File: config.mk
export PLATFORM = sky130hd
export DESIGN_NAME = clk_freq_mon
export DESIGN_NICKNAME = d
export VERILOG_FILES = /design/src/rtl/clk_freq_mon_pkg.sv /design/src/rtl/clk_freq_mon_ch.sv /design/src/rtl/clk_freq_mon.sv
export SDC_FILE = /design/constraint.sdc
export NUM_CORES = 1
export LEC_CHECK = 0
export ABC_AREA = 1
export BUFFER_PORTS_ARGS = -buffer_cell sky130_fd_sc_hd__buf_2
export CAP_MARGIN = 20
export CORE_MARGIN = 2
export CORE_UTILIZATION = 61
export DETAILED_ROUTE_END_ITERATION = 7
export GPL_ROUTABILITY_DRIVEN = 0
export PLACE_DENSITY = 0.87
export SETUP_SLACK_MARGIN = 0.4
export SLEW_MARGIN = 20
export SYNTH_ARGS = -nofsm -noshare
export SYNTH_HDL_FRONTEND = slang
export SYNTH_SLANG_ARGS = --single-unit
File: constraint.sdc
create_clock -name CLK -period 5.7 [get_ports CLK]
set_input_delay 0.285 -clock CLK [delete_from_list [all_inputs] [get_ports CLK]]
set_output_delay 0.285 -clock CLK [all_outputs]
set_load 0.005 [all_outputs]
File: src/rtl/clk_freq_mon_pkg.sv
// Shared types, default parameters and helpers for the clock frequency monitor.
package clk_freq_mon_pkg;

  localparam int DEF_NUM_CH      = 4;
  localparam int DEF_CW          = 32;
  localparam int DEF_GATE_CYCLES = 50000000;
  localparam int DEF_SYNC_STAGES = 2;

  // Per-channel status captured at the end of every gate window.
  typedef struct packed {
    logic lost;
    logic sat;
    logic low;
    logic high;
  } ch_flags_t;

  // Bits needed for a gate timer that runs 0..gate_cycles-1.
  function automatic int timer_width(input int gate_cycles);
    return (gate_cycles > 1) ? $clog2(gate_cycles) : 1;
  endfunction

endpackage

File: src/rtl/clk_freq_mon_ch.sv
// One monitored channel: synchroniser, edge detect, saturating edge counter,
// capture at the terminal gate cycle and limit comparators.
module clk_freq_mon_ch
  import clk_freq_mon_pkg::*;
#(
  parameter int CW          = DEF_CW,
  parameter int SYNC_STAGES = DEF_SYNC_STAGES
) (
  input  logic          clk,
  input  logic          rst,
  input  logic          en,
  input  logic          term,
  input  logic          clk_det,
  input  logic [CW-1:0] cnt_min,
  input  logic [CW-1:0] cnt_max,
  output logic [CW-1:0] cnt_out,
  output ch_flags_t     flags_out
);

  logic [SYNC_STAGES-1:0] sync_q, sync_d;
  logic                   hist_q, hist_d;
  logic [CW-1:0]          cnt_q, cnt_d;
  logic                   sat_q, sat_d;
  logic [CW-1:0]          res_q, res_d;
  ch_flags_t              flg_q, flg_d;

  logic                   edge_pulse;
  logic                   overflow;
  logic [CW-1:0]          result;

  // Shift the async input into the reference domain and look for a 0->1 step.
  always_comb begin
    sync_d     = {sync_q[SYNC_STAGES-2:0], clk_det};
    hist_d     = sync_q[SYNC_STAGES-1];
    edge_pulse = sync_q[SYNC_STAGES-1] & ~hist_q;
  end

  // Count edges, and at the terminal cycle fold the last edge into the result and publish.
  always_comb begin
    overflow = edge_pulse && (cnt_q == {CW{1'b1}});
    result   = cnt_q;
    if (edge_pulse && !overflow) begin
      result = cnt_q + CW'(1);
    end

    cnt_d = cnt_q;
    sat_d = sat_q;
    res_d = res_q;
    flg_d = flg_q;

    if (!en) begin
      cnt_d = '0;
      sat_d = 1'b0;
    end else if (term) begin
      res_d      = result;
      flg_d.lost = (result == '0);
      flg_d.sat  = sat_q | overflow;
      flg_d.low  = (result < cnt_min);
      flg_d.high = (result > cnt_max);
      cnt_d      = '0;
      sat_d      = 1'b0;
    end else begin
      cnt_d = result;
      sat_d = sat_q | overflow;
    end
  end

  // Register synchroniser, counter and published results.
  always_ff @(posedge clk) begin
    if (rst) begin
      sync_q <= '0;
      hist_q <= 1'b0;
      cnt_q  <= '0;
      sat_q  <= 1'b0;
      res_q  <= '0;
      flg_q  <= '0;
    end else begin
      sync_q <= sync_d;
      hist_q <= hist_d;
      cnt_q  <= cnt_d;
      sat_q  <= sat_d;
      res_q  <= res_d;
      flg_q  <= flg_d;
    end
  end

  assign cnt_out   = res_q;
  assign flags_out = flg_q;

endmodule

File: src/rtl/clk_freq_mon.sv
// Multi-channel clock frequency monitor: a shared gate timer paces NUM_CH
// independent edge counters and strobes CNT_VALID when their results update.
module clk_freq_mon
  import clk_freq_mon_pkg::*;
#(
  parameter int NUM_CH      = DEF_NUM_CH,
  parameter int CW          = DEF_CW,
  parameter int GATE_CYCLES = DEF_GATE_CYCLES,
  parameter int SYNC_STAGES = DEF_SYNC_STAGES
) (
  input  logic                 CLK,
  input  logic                 RST,
  input  logic                 EN,
  input  logic [NUM_CH-1:0]    CLK_DET,
  input  logic [NUM_CH*CW-1:0] CNT_MIN,
  input  logic [NUM_CH*CW-1:0] CNT_MAX,
  output logic [NUM_CH*CW-1:0] CLK_CNT,
  output logic                 CNT_VALID,
  output logic [NUM_CH-1:0]    CLK_LOST,
  output logic [NUM_CH-1:0]    CLK_SAT,
  output logic [NUM_CH-1:0]    CLK_LOW,
  output logic [NUM_CH-1:0]    CLK_HIGH,
  output logic                 GATE_BUSY
);

  localparam int            TW       = timer_width(GATE_CYCLES);
  localparam logic [TW-1:0] TERM_VAL = TW'(GATE_CYCLES - 1);

  logic [TW-1:0] timer_q, timer_d;
  logic          valid_q, valid_d;
  logic          busy_q, busy_d;
  logic          terminal;

  ch_flags_t     ch_flags [NUM_CH];

  // Gate timer runs only while enabled and wraps with no gap at the terminal cycle.
  always_comb begin
    terminal = EN && (timer_q == TERM_VAL);
    timer_d  = timer_q;
    if (!EN || terminal) begin
      timer_d = '0;
    end else begin
      timer_d = timer_q + TW'(1);
    end
    valid_d = terminal;
    busy_d  = EN;
  end

  // Register timer, valid strobe and busy indication.
  always_ff @(posedge CLK) begin
    if (RST) begin
      timer_q <= '0;
      valid_q <= 1'b0;
      busy_q  <= 1'b0;
    end else begin
      timer_q <= timer_d;
      valid_q <= valid_d;
      busy_q  <= busy_d;
    end
  end

  assign CNT_VALID = valid_q;
  assign GATE_BUSY = busy_q;

  for (genvar i = 0; i < NUM_CH; i++) begin : g_ch
    clk_freq_mon_ch #(
      .CW          (CW),
      .SYNC_STAGES (SYNC_STAGES)
    ) u_ch (
      .clk       (CLK),
      .rst       (RST),
      .en        (EN),
      .term      (terminal),
      .clk_det   (CLK_DET[i]),
      .cnt_min   (CNT_MIN[i*CW +: CW]),
      .cnt_max   (CNT_MAX[i*CW +: CW]),
      .cnt_out   (CLK_CNT[i*CW +: CW]),
      .flags_out (ch_flags[i])
    );

    assign CLK_LOST[i] = ch_flags[i].lost;
    assign CLK_SAT[i]  = ch_flags[i].sat;
    assign CLK_LOW[i]  = ch_flags[i].low;
    assign CLK_HIGH[i] = ch_flags[i].high;
  end

endmodule

## After elaboration in Yosys (flattened, before gate mapping)

Cells that the tools add are included.

- Bits in registers: 316
- Input bits: 263
- Output and inout bits: 146

- Add/sub/neg operators: 5
- Order comparisons: 8
- Equality and inequality tests: 5
- Muxes and demuxes: 4
- Bitwise operators: 13
- Reductions and logical operators: 22

Operators by type and width:

| operator | number |
|---|---|
| 32-bit by 1-bit adder with 32-bit output (second input constant) | 4 |
| 32-bit equality test (second input constant) | 4 |
| 32-bit > comparator | 4 |
| 32-bit zero test | 4 |
| 32-bit less-than comparator | 4 |
| 32-bit 2-to-1 mux | 4 |
| 26-bit by 1-bit adder with 26-bit output (second input constant) | 1 |
| 26-bit equality test (second input constant) | 1 |
| 1-bit logical AND | 9 |
| 1-bit zero test | 5 |
| 1-bit NOT | 5 |
| 1-bit bitwise AND | 4 |
| 1-bit OR | 4 |
| 3-bit OR reduction | 1 |
| 2-bit AND reduction | 1 |
| 2-bit OR reduction | 1 |
| 1-bit logical OR | 1 |

## Logic depth before layout (Yosys ltp)

Gate-level depths: netlist (run 1).

- Depth after elaboration: 7
- Depth in mapped cells: 23
- Depth with buffers taken out: 22

## By module

From an unflattened synthesis (run 1), not the netlist that was laid out.

- Cells, all modules: 3,233
- Area, all modules: 22,069.9 µm²

Modules (own cells, without submodules):

| module | times used | cells an instance | area an instance (µm²) | sequential area each (µm²) |
|---|---|---|---|---|
| clk_freq_mon_ch (g_ch[3].u_ch) | 1 | 749 | 5,146.2 | 1,441.4 |
| clk_freq_mon_ch (g_ch[0].u_ch) | 1 | 753 | 5,144.9 | 1,441.4 |
| clk_freq_mon_ch (g_ch[2].u_ch) | 1 | 751 | 5,138.7 | 1,441.4 |
| clk_freq_mon_ch (g_ch[1].u_ch) | 1 | 750 | 5,109.9 | 1,441.4 |
| clk_freq_mon | 1 | 230 | 1,530.2 | 560.5 |

## Least setup slack after synthesis (run 1)

No wires, ideal clock.

- Path kind: flip-flop to flip-flop
- Start point: register g_ch[3].u_ch.cnt_q[0]
- End point: register g_ch[3].u_ch.flg_q (netlist bit g_ch[3].u_ch.flags_out[0])
- Setup time: 0.080 ns
- Arrival time: 2.800 ns
- Setup slack: 2.820 ns
- Cell stages (with the launch flop): 22
- Path buffers: 1
- Cell sequence: dfxtp_1 ha_1 inv_1 nor2_1 nand2_1 nor2_2 nand2_2 nand2_4 inv_2 buf_6 or2_1 nand2_1 inv_1 ha_1 nand2_1 inv_1 nand3_1 nor3_1 and3_1 o21ai_0 a22o_1 a22oi_1

- Word-level cells in the longest chain between the ends: 6

RTL lines:

| what | line | RTL |
|---|---|---|
| start, declared | clk_freq_mon_ch.sv:22 | `logic [CW-1:0] cnt_q, cnt_d;` |
| start signal, assigned | clk_freq_mon_ch.sv:80 | `cnt_q <= cnt_d;` |
| branches (longest 4 deep; another with 32-bit by 1-bit adder with 32-bit output) | - |  |
| 32-bit 2-to-1 mux (*) | clk_freq_mon_ch.sv:42 | `if (edge_pulse && !overflow) begin` |
| named net g_ch[3].u_ch.result[31] | clk_freq_mon_ch.sv:29 | `logic [CW-1:0] result;` |
| 32-bit > comparator (*) | clk_freq_mon_ch.sv:59 | `flg_d.high = (result > cnt_max);` |
| end signal, assigned | clk_freq_mon_ch.sv:83 | `flg_q <= flg_d;` |
| end, declared | clk_freq_mon_ch.sv:25 | `ch_flags_t flg_q, flg_d;` |

Mark *: on every way through the listed nets, which the timed path passes.
A chain may end at the register's enable or synchronous reset.

## Worst setup path after layout (run 1)

- Start point: register g_ch[2].u_ch.cnt_q[0]
- End point: register g_ch[2].u_ch.flg_q (netlist bit g_ch[2].u_ch.flags_out[1])

- Word-level cells in the longest chain between the ends: 6

RTL lines:

| what | line | RTL |
|---|---|---|
| start, declared | clk_freq_mon_ch.sv:22 |  |
| start signal, assigned | clk_freq_mon_ch.sv:80 |  |
| branches (longest 4 deep; another with 32-bit by 1-bit adder with 32-bit output) | - |  |
| 32-bit 2-to-1 mux (*) | clk_freq_mon_ch.sv:42 |  |
| named net g_ch[2].u_ch.result[31] | clk_freq_mon_ch.sv:29 |  |
| 32-bit less-than comparator (*) | clk_freq_mon_ch.sv:58 | `flg_d.low = (result < cnt_min);` |
| end signal, assigned | clk_freq_mon_ch.sv:83 |  |
| end, declared | clk_freq_mon_ch.sv:25 |  |

Marks and branches as above.

==> results of run 1 <==
## cell usage in the layout (no fill, tap or decap), types with 5 or more instances in the layout
master     instances
a211oi_1          17
a21oi_1          239
a31oi_1            6
buf_2            408
buf_4              7
bufinv_16          6
clkbuf_16         37
clkinv_2           9
dfxtp_1          316
ha_1             257
inv_1            573
inv_2              8
nand2_1          619
nand2_2           10
nand3_1           70
nand4_1           57
nor2_1           396
nor2_2            14
nor3_1            71
nor3b_1            5
nor4_1            17
o211ai_1          27
o21a_1            11
o21ai_0          147
o21ai_1           27
o21ai_2           13
or2_0              6
xnor2_1           18
xor2_1            87
xor2_2             6
## worst max-delay path, delay by kind of cell, from the launching register on
kind,cells,cell delay [ns]
flip-flops,1,0.38
AND/OR/NAND/NOR,13,2.17
buffers and inverters,3,0.38
AO/OA/AOI/OAI,1,0.05
adder cells (fa/ha/maj),2,0.50
## report_power, final
group	switching [W]	total, W	internal (W)
registers	0.0000136	0.00224	0.00222
logic	0.000326	0.000543	0.000217
clock network	0.000951	0.00247	0.00152
total	0.00129	0.00525	0.00396
## final cells by class
cell class	instances	area, um2	share of cell area
Sequential cell	316	6326	0.2531
Multi-Input combinational cell	2171	12500	0.5002
Tap cell	455	569.3	0.02278
Clock buffer	42	984.7	0.03940
Timing Repair Buffer	418	2135	0.08542
Clock inverter	22	282.8	0.01132
Inverter	583	2193	0.08777
## state kept, by name (all words and copies together), names as in the netlist
register / count
g_ch.u_ch.cnt_q: 128
CNT_VALID: 1
timer_q: 26
g_ch.u_ch.cnt_out: 128
g_ch.u_ch.hist_q: 4
g_ch.u_ch.flags_out: 16
GATE_BUSY: 1
g_ch.u_ch.sat_q: 4
g_ch.u_ch.sync_q: 8
## metal layers
metal / routed length [um] / global-route usage
met5: 0 / 0
met1: 24990 / 0.3900
met2: 26890 / 0.5393
met4: 2416 / 0.1379
met3: 4208 / 0.04994
## stage by stage
step | total power, W | area [um2] | utilization | hold WS (ns)
2_1_floorplan | 0.002626 | 21380 | - | 0.3541
3_3_place_gp | 0.002802 | 23700 | 0.6862 | 0.3913
3_5_place_dp | 0.002816 | 23700 | 0.6862 | 0.3960
4_1_cts | 0.005276 | 24990 | 0.7235 | 0.0005222
5_1_grt | 0.005449 | 24990 | 0.7235 | 0.006662
6_report | 0.005247 | 24990 | 0.7235 | 0.02417
## worst paths after layout
check,depth (start not counted),slack (ns),start,end
max,19,2.03,g_ch[2].u_ch.cnt_q[0]$_SDFF_PP0_,g_ch[2].u_ch.flags_out[1]$_SDFFE_PP0P_
min,3,0.02,CLK_DET[3],g_ch[3].u_ch.sync_q[0]$_SDFF_PP0_
max reg2reg,19,2.03,g_ch[2].u_ch.cnt_q[0]$_SDFF_PP0_,g_ch[2].u_ch.flags_out[1]$_SDFFE_PP0P_
min reg2reg,2,0.40,g_ch[3].u_ch.sync_q[0]$_SDFF_PP0_,g_ch[3].u_ch.sync_q[1]$_SDFF_PP0_
## kinds of logic after synthesis
kind of cell / share of synthesized area
compound gates: 0.1327
xor+xnor: 0.04758
fa+ha+maj: 0.1504
buf+inv: 0.1201
flops: 0.2959
simple gates: 0.2533
==> impl_metrics.ini, run 1 <==
[logic_synthesis]
seq_area_frac_synth = 0.2959
synth_ff_type = dfxtp_1
yosysWarnings = 0
yosysUniqueCellTypes = 47
syn_area_per_cell_um2 = 6.790
synth_top_area_cell = dfxtp_1
synthCells = 3149
synth_edf_count = 0
ys_ff_latch = 316
yosys-top-cells-area = dfxtp_1, ha_1, nand2_1
ys_async_sr_fraction = 0
synthTopCellsByCount = nand2_1, inv_1, nor2_1
yosysMostFrequentCell = nand2_1
netlist_area_um2 = 21380
syn-num-nets = 3669
yosys.area.top_type_share = 0.2959

[sta]
setup-violations-final = 0
worstMarginPinSlew_ns = 0.9847
drv_slew = 0
rsz0062_at_grt = false
setup_ws_ns = 2.030
relSlewSlack = 0.3436
finalClockSkew_ns = 0.01640
fin_crit_sh = 0.6439
fmax_mhz = 272.5
finalCriticalPeriod_ns = 3.670
finalSetupTns_ns = 0
hold_viol = 0

[routing]
first_iter_violations = 1555
firstDrtPassIters = 6
wl_per_cell_um = 14.60
vias = 21320
ant_nets = 0
viasPerCell = 5.321
wl_um = 58510
drc_errors = 0

[cts]
cts_made_buffers = 37
htreeDepth = 2
clockBufferDepth = 3
holdBufCountCts = 2
clock-sinks = 316
clk_latency_ns = 0.51
clk_pin_slew_ns = 0.06
cts-resized-gates = 0
cts_tree = yes
cts-root-buf = clkbuf_16
cts_setup_buffers = 0

[floorplan]
fp.dieH_um = 191.2
die_x_um = 191.2
initial_core_util = 0.6190
ios = 409
die-area_um2 = 36560
core_area_um2 = 34540
num_rows = 68

[placed_design]
place_hpwl_um = 45400
io_buffers = 408
place_inst = 3941
pre_cts_ws_ns = 2.123

[grt]
grt_pass1_wl_um = 94890
grt_antenna_before_repair = 0
overflow = 0
grt_pass1_vias = 20410
grt_start_max_net_pins = 167
grtUsageTotal = 0.3150

[worst_setup_path]
criticalPathCategory = flip-flop to flip-flop
worst-endpoint-required_ns = 6.06
crit_top_cell = nand2_1
startpoint_type = flip-flop
cp.arrival_ns = 4.03
worstPathMaxFanout = 23
cp_slowest_stage_delay_ns = 0.38
critPathSlowestCell = dfxtp_1
end_kind = flip-flop
cp_cell_sequence = ha_1 -> nand2_1 -> nor2_2 -> nand2_2 -> nor2_1 -> nand2_1 -> nand2_4 -> inv_2 -> or2_2 -> nand2_1 -> inv_1 -> ha_1 -> nand4_1 -> nor4_1 -> inv_1 -> nor4_1 -> nand2_1 -> nand2_1 -> a21oi_1

[finish]
area_growth_syn_to_layout_pct = 16.88
finalNetCount = 4047
fillers = 2809
drive_gt1_frac = 0.1560
final_cell_count_no_fill = 4007
diodes = 0

[power_and_ir_drop]
vdd_drop_max_uv = 190.8
leakagePower_nw = 13.36
power_density_nw_per_um2 = 209.9

[run_status]
outcome = finished, final reports clean

[hold_path]
min_path_type = input port to flip-flop

[run]
cap_violations = 0
Power figures use the tool's default switching activity.
==> inputs of run 2 (changes only) <==
Settings changed: CORE_UTILIZATION 61 to 51, PLACE_DENSITY 0.87 to 0.77.
Clock period 5.7 ns to 3.05 ns, I/O delays scaled along.
==> impl_metrics.ini, run 2 (same netlist as run 1, synthesis figures left out) <==
[worst_setup_path]
r2r-end = g_ch[0].u_ch.flags_out[1]$_SDFFE_PP0P_
cp.arrival_ns = 3.57
worstPathMaxFanout = 6
criticalPathCategory = flip-flop to flip-flop
rrSetupSlack_ns = -0.03
end_kind = flip-flop
startpoint_type = flip-flop
rr_startpoint = g_ch[0].u_ch.cnt_q[16]$_SDFF_PP0_
reg2regPathDepth = 24
crit_start = g_ch[0].u_ch.cnt_q[16]$_SDFF_PP0_
crit_end = g_ch[0].u_ch.flags_out[1]$_SDFFE_PP0P_
worst-endpoint-required_ns = 3.54

[cts]
clockBufferDepth = 3
cts_tree = yes
clk_pin_slew_ns = 0.06
clk_latency_ns = 0.57
clock-sinks = 316
cts_made_buffers = 36
cts-root-buf = clkbuf_16
htreeDepth = 2

[finish]
multiInputGateArea_um2 = 14660
final_cell_count_no_fill = 4438
diodes = 0
layout_common_cells = nand2_1, inv_1, buf_2
fillers = 3067
seqCellArea_um2 = 6411
finalNetCount = 4391
area_growth_syn_to_layout_pct = 41.84
layout_commonest_cell = nand2_1
drive_gt1_frac = 0.3396

[routing]
wl_per_cell_um = 16.98
ant_nets = 0
first_iter_violations = 2135
drc_errors = 0
wl_um = 75370
viasPerCell = 5.393
vias = 23940
firstDrtPassIters = 6

[placed_design]
place_hpwl_um = 50260
place_inst = 4236
io_buffers = 408

[grt]
grt_antenna_before_repair = 0
grt_start_max_net_pins = 70
overflow = 0
grtUsageTotal = 0.2973
grt_pass1_wl_um = 106400
grt_pass1_vias = 22020

[run]
cap_violations = 0

[power_and_ir_drop]
vdd_drop_max_uv = 331.4
power_density_nw_per_um2 = 344.1
leakagePower_nw = 15.58

[sta]
fmax_mhz = 325.1
finalCriticalPeriod_ns = 3.076
rsz0062_at_grt = true
worstMarginPinSlew_ns = 0.5457
finalClockSkew_ns = 0.03131
setup_ws_ns = -0.02616
drv_slew = 0
hold_viol = 0
setup-violations-final = 2
finalSetupTns_ns = -0.02965
relSlewSlack = 0.6362
fin_crit_sh = 1.009

[run_status]
outcome = complete, but fails checks
violations = negative setup slack

[floorplan]
die_x_um = 208.8
die-area_um2 = 43580
fp.dieH_um = 208.8
num_rows = 75
initial_core_util = 0.5132
core_area_um2 = 41670
ios = 409

[hold_path]
min_path_type = input port to flip-flop
run 2: changes by cell type in the layout (fill, tap and decap cells not counted), sizes merged:
cell / before / now
buf: 416 / 751
clkbuf: 42 / 49
clkinv: 12 / 11
clkinvlp: 3 / 2
dlygate4sd3: 2 / 8
inv: 584 / 585
run 2: final cells by class:
class                      count  share of cell area
clock buffer                  46             0.03466
clock inverter                20            0.009159
inverter                     583             0.07348
multi-input combinational   2171              0.4832
sequential                   316              0.2114
tap                          539             0.02224
timing repair buffer         762              0.1654
timing repair inverter         1           0.0003713
run 2: timing repair:
action,4_1_cts,5_1_grt
endpoints found under the setup margin,9,114
endpoints found under the hold margin,9,0
cloned,1,3
pin swaps,96,173
resized for setup,157,387
hold buffers,8,0
setup buffers,68,56
run 2: worst max-delay path: stages, from the launching register on:
cell     delay [ns]
dfxtp_2        0.36
nand2_2        0.12
nor2_4         0.17
nand2_2        0.10
nor2_4         0.15
nand2_4        0.09
nand2_8        0.12
buf_6          0.14
nor2_2         0.04
xor2_1         0.20
inv_1          0.13
buf_4          0.15
buf_4          0.13
ha_1           0.29
nand2_1        0.08
inv_1          0.04
nand2_1        0.06
nand2_1        0.06
nand2_1        0.09
nand2_2        0.09
nand2_2        0.09
nand2_2        0.07
nand2_1        0.07
nand2_1        0.05
a21oi_1        0.13
run 2: how the worst min path moves through the flow:
| stage | start | end | slack (ns) | cells after the start |
|---|---|---|---|---|
| after floorplan | RST | g_ch[2].u_ch.flags_out[3]$_SDFFE_PP0P_ | 0.22 | 1 |
| after global placement | CLK_DET[2] | g_ch[2].u_ch.sync_q[0]$_SDFF_PP0_ | 0.37 | 3 |
| after detailed placement | CLK_DET[0] | g_ch[0].u_ch.sync_q[0]$_SDFF_PP0_ | 0.39 | 3 |
| after CTS | CNT_MIN[95] | g_ch[2].u_ch.flags_out[1]$_SDFFE_PP0P_ | 0.18 | 8 |
| after global routing | CNT_MIN[23] | g_ch[0].u_ch.flags_out[1]$_SDFFE_PP0P_ | 0.24 | 8 |
| final | CNT_MIN[23] | g_ch[0].u_ch.flags_out[1]$_SDFFE_PP0P_ | 0.21 | 8 |
run 2: power breakdown:
part / total [W] / internal (W) / switching [W] / leakage [nW]
Sequential: 0.00416 / 0.00415 / 0.0000173 / 2.58
Clock: 0.00490 / 0.00297 / 0.00194 / 0.656
Combinational: 0.00137 / 0.000592 / 0.000775 / 12.3
run 2: metrics by stage:
stage / util / total power, W / area [um2] / setup slack, ns / hold WS, ns
floorplan: - / 0.004920 / 21550 / 0.3420 / 0.2216
detailed placement: 0.6155 / 0.005374 / 25640 / -0.06599 / 0.3872
CTS: 0.6785 / 0.01028 / 28270 / 0.04426 / 0.1787
global route: 0.7279 / 0.01078 / 30330 / -0.2431 / 0.2425
global placement: 0.6155 / 0.005353 / 25640 / 0.04422 / 0.3715
finish: 0.7279 / 0.01043 / 30330 / -0.02616 / 0.2069
run 2: routing by layer:
| metal | routed length, um | GRT usage | up-vias |
|---|---|---|---|
| met1 | 30420 | 0.3768 | 10950 |
| met2 | 35890 | 0.5128 | 1167 |
| met3 | 5284 | 0.03937 | 311 |
| met4 | 3774 | 0.1165 | 0 |
| li1 | - | - | 11510 |
| met5 | 0 | 0 | - |
==> inputs of run 3 (changes only) <==
==> constraint.sdc (replaced) <==
create_clock -name CLK -period 3.05 [get_ports CLK]
set_input_delay 0.61 -clock CLK [delete_from_list [all_inputs] [get_ports CLK]]
set_output_delay 0.61 -clock CLK [all_outputs]
set_load 0.005 [all_outputs]
==> impl_metrics.ini, run 3 (same netlist as run 1, synthesis figures left out) <==
[run]
cap_violations = 0

[sta]
finalCriticalPeriod_ns = 3.173
setup_ws_ns = -0.1232
worstMarginPinSlew_ns = 0.6063
hold_viol = 0
timing.hold.ws_ns = 0.2570
drv_slew = 0
finalSetupTns_ns = -0.1367
fin_crit_sh = 1.040
relSlewSlack = 0.5958
setup-violations-final = 2
fmax_mhz = 315.1
finalClockSkew_ns = 0.02408
rsz0062_at_grt = true

[floorplan]
die-area_um2 = 43580
core_area_um2 = 41670
die_x_um = 208.8
fp.dieH_um = 208.8
ios = 409
initial_core_util = 0.5132
num_rows = 75

[worst_setup_path]
r2r-end = g_ch[0].u_ch.flags_out[1]$_SDFFE_PP0P_
cp.arrival_ns = 3.61
startpoint_type = flip-flop
rr_startpoint = g_ch[0].u_ch.cnt_q[23]$_SDFF_PP0_
crit_end = g_ch[0].u_ch.flags_out[1]$_SDFFE_PP0P_
worstPathMaxFanout = 7
critPathSlowestCell = nor4_4
cp_slowest_stage_delay_ns = 0.41
reg2regPathDepth = 18
worst-endpoint-required_ns = 3.49
crit_start = g_ch[0].u_ch.cnt_q[23]$_SDFF_PP0_
rrSetupSlack_ns = -0.12
end_kind = flip-flop
worstPathBufferInverterCount = 3
path_depth = 18
crit_family = simple AND/OR/NAND/NOR gates
criticalPathCategory = flip-flop to flip-flop
cp_cell_sequence = nand2_1 -> nor2_2 -> nand2_2 -> nor2_4 -> nand2_4 -> nand2_8 -> clkinv_8 -> or2_1 -> nand2_2 -> inv_4 -> ha_4 -> nand4_1 -> nor4_4 -> inv_1 -> nor4_2 -> nand2_1 -> nand2_1 -> a21oi_2
crit_top_cell = nand2_1

[power_and_ir_drop]
leakagePower_nw = 15.39
vdd_drop_max_uv = 300.5
power_density_nw_per_um2 = 340.2
fin_total_pwr_w = 0.01013

[placed_design]
io_buffers = 408
place_hpwl_um = 49890
pre_cts_ws_ns = -0.1735

[finish]
finalNetCount = 4387
multiInputGateArea_um2 = 14360
drive_gt1_frac = 0.3255
finish.utilization = 0.7145
seqCellArea_um2 = 6384
fillers = 3186
layout_common_cells = nand2_1, inv_1, buf_2
layout_commonest_cell = nand2_1
area_growth_syn_to_layout_pct = 39.24
diodes = 0

[grt]
grt_pass1_vias = 22070
grt_start_max_net_pins = 102
grt_antenna_before_repair = 1
grtUsageTotal = 0.2997
grt_pass1_wl_um = 107200
overflow = 0

[cts]
cts-root-buf = clkbuf_16
clockBufferDepth = 3
holdBufCountCts = 0
clk_latency_ns = 0.56
clk_pin_slew_ns = 0.06
htreeDepth = 2
cts_made_buffers = 37
cts_tree = yes
clock-sinks = 316

[routing]
vias = 23670
first_iter_violations = 1928
wl_per_cell_um = 16.54
viasPerCell = 5.337
firstDrtPassIters = 6
drc_errors = 0
wl_um = 73320
ant_nets = 0

[hold_path]
min_path_type = input port to flip-flop
min_from = CLK_DET[0]

[run_status]
outcome = complete, but fails checks
violations = negative setup slack
==> run 3: what timing repair did <==
item | CTS | global route
cloned | 4 | 4
resized for setup | 166 | 284
pin swaps | 83 | 115
buffers inserted | 67 | 50
hold endpoints to repair | 0 | 0
setup endpoints to repair | 18 | 75
==> run 3: routing by layer <==
metal / track usage / wire length [um] / vias up
met3: 0.03381 / 4961 / 275
li1: - / - / 11500
met4: 0.1342 / 3418 / 0
met2: 0.5108 / 34550 / 1099
met5: 0 / 0 / -
met1: 0.3821 / 30390 / 10790
==> run 3: worst min path at each step <==
stage	end	slack [ns]	cells past startpoint
floorplan	g_ch[0].u_ch.sync_q[1]$_SDFF_PP0_	0.39	2
global placement	g_ch[1].u_ch.sync_q[1]$_SDFF_PP0_	0.40	2
detailed placement	g_ch[1].u_ch.sync_q[1]$_SDFF_PP0_	0.40	2
CTS	g_ch[0].u_ch.sync_q[0]$_SDFF_PP0_	0.24	3
global route	g_ch[0].u_ch.sync_q[0]$_SDFF_PP0_	0.26	3
finish	g_ch[0].u_ch.sync_q[0]$_SDFF_PP0_	0.26	3
==> run 3: cell type report <==
cell class,instances,area share
multi-input combinational,2173,0.4824
clock buffer,50,0.03753
timing repair buffer,753,0.1618
tap,539,0.02265
timing repair inverter,3,0.0007986
sequential,316,0.2144
clock inverter,17,0.005464
inverter,583,0.07498
==> run 3: power by group <==
part | leakage, nW | internal [W] | switching, W | total, W
combinational | 12.2 | 0.000559 | 0.000751 | 0.00131
clock | 0.629 | 0.00276 | 0.00189 | 0.00465
sequential | 2.57 | 0.00415 | 0.0000162 | 0.00417
==> run 3: through the flow <==
stage / instances / area [um2]
global placement: 4242 / 25650
finish: 4434 / 29770
detailed placement: 4242 / 25650
floorplan: 3149 / 21550
global route: 4434 / 29770
CTS: 4380 / 28170
==> run 3: worst register-to-register path, cell delays in order, from the launching register on <==
cell and delay (ns):
dfxtp_2 0.37, nand2_1 0.13, nor2_2 0.20, nand2_2 0.10
nor2_4 0.12, nand2_4 0.09, nand2_8 0.14, clkinv_8 0.09
or2_1 0.25, nand2_2 0.15, inv_4 0.07, ha_4 0.27
nand4_1 0.19, nor4_4 0.41, inv_1 0.12, nor4_2 0.15
nand2_1 0.08, nand2_1 0.07, a21oi_2 0.05
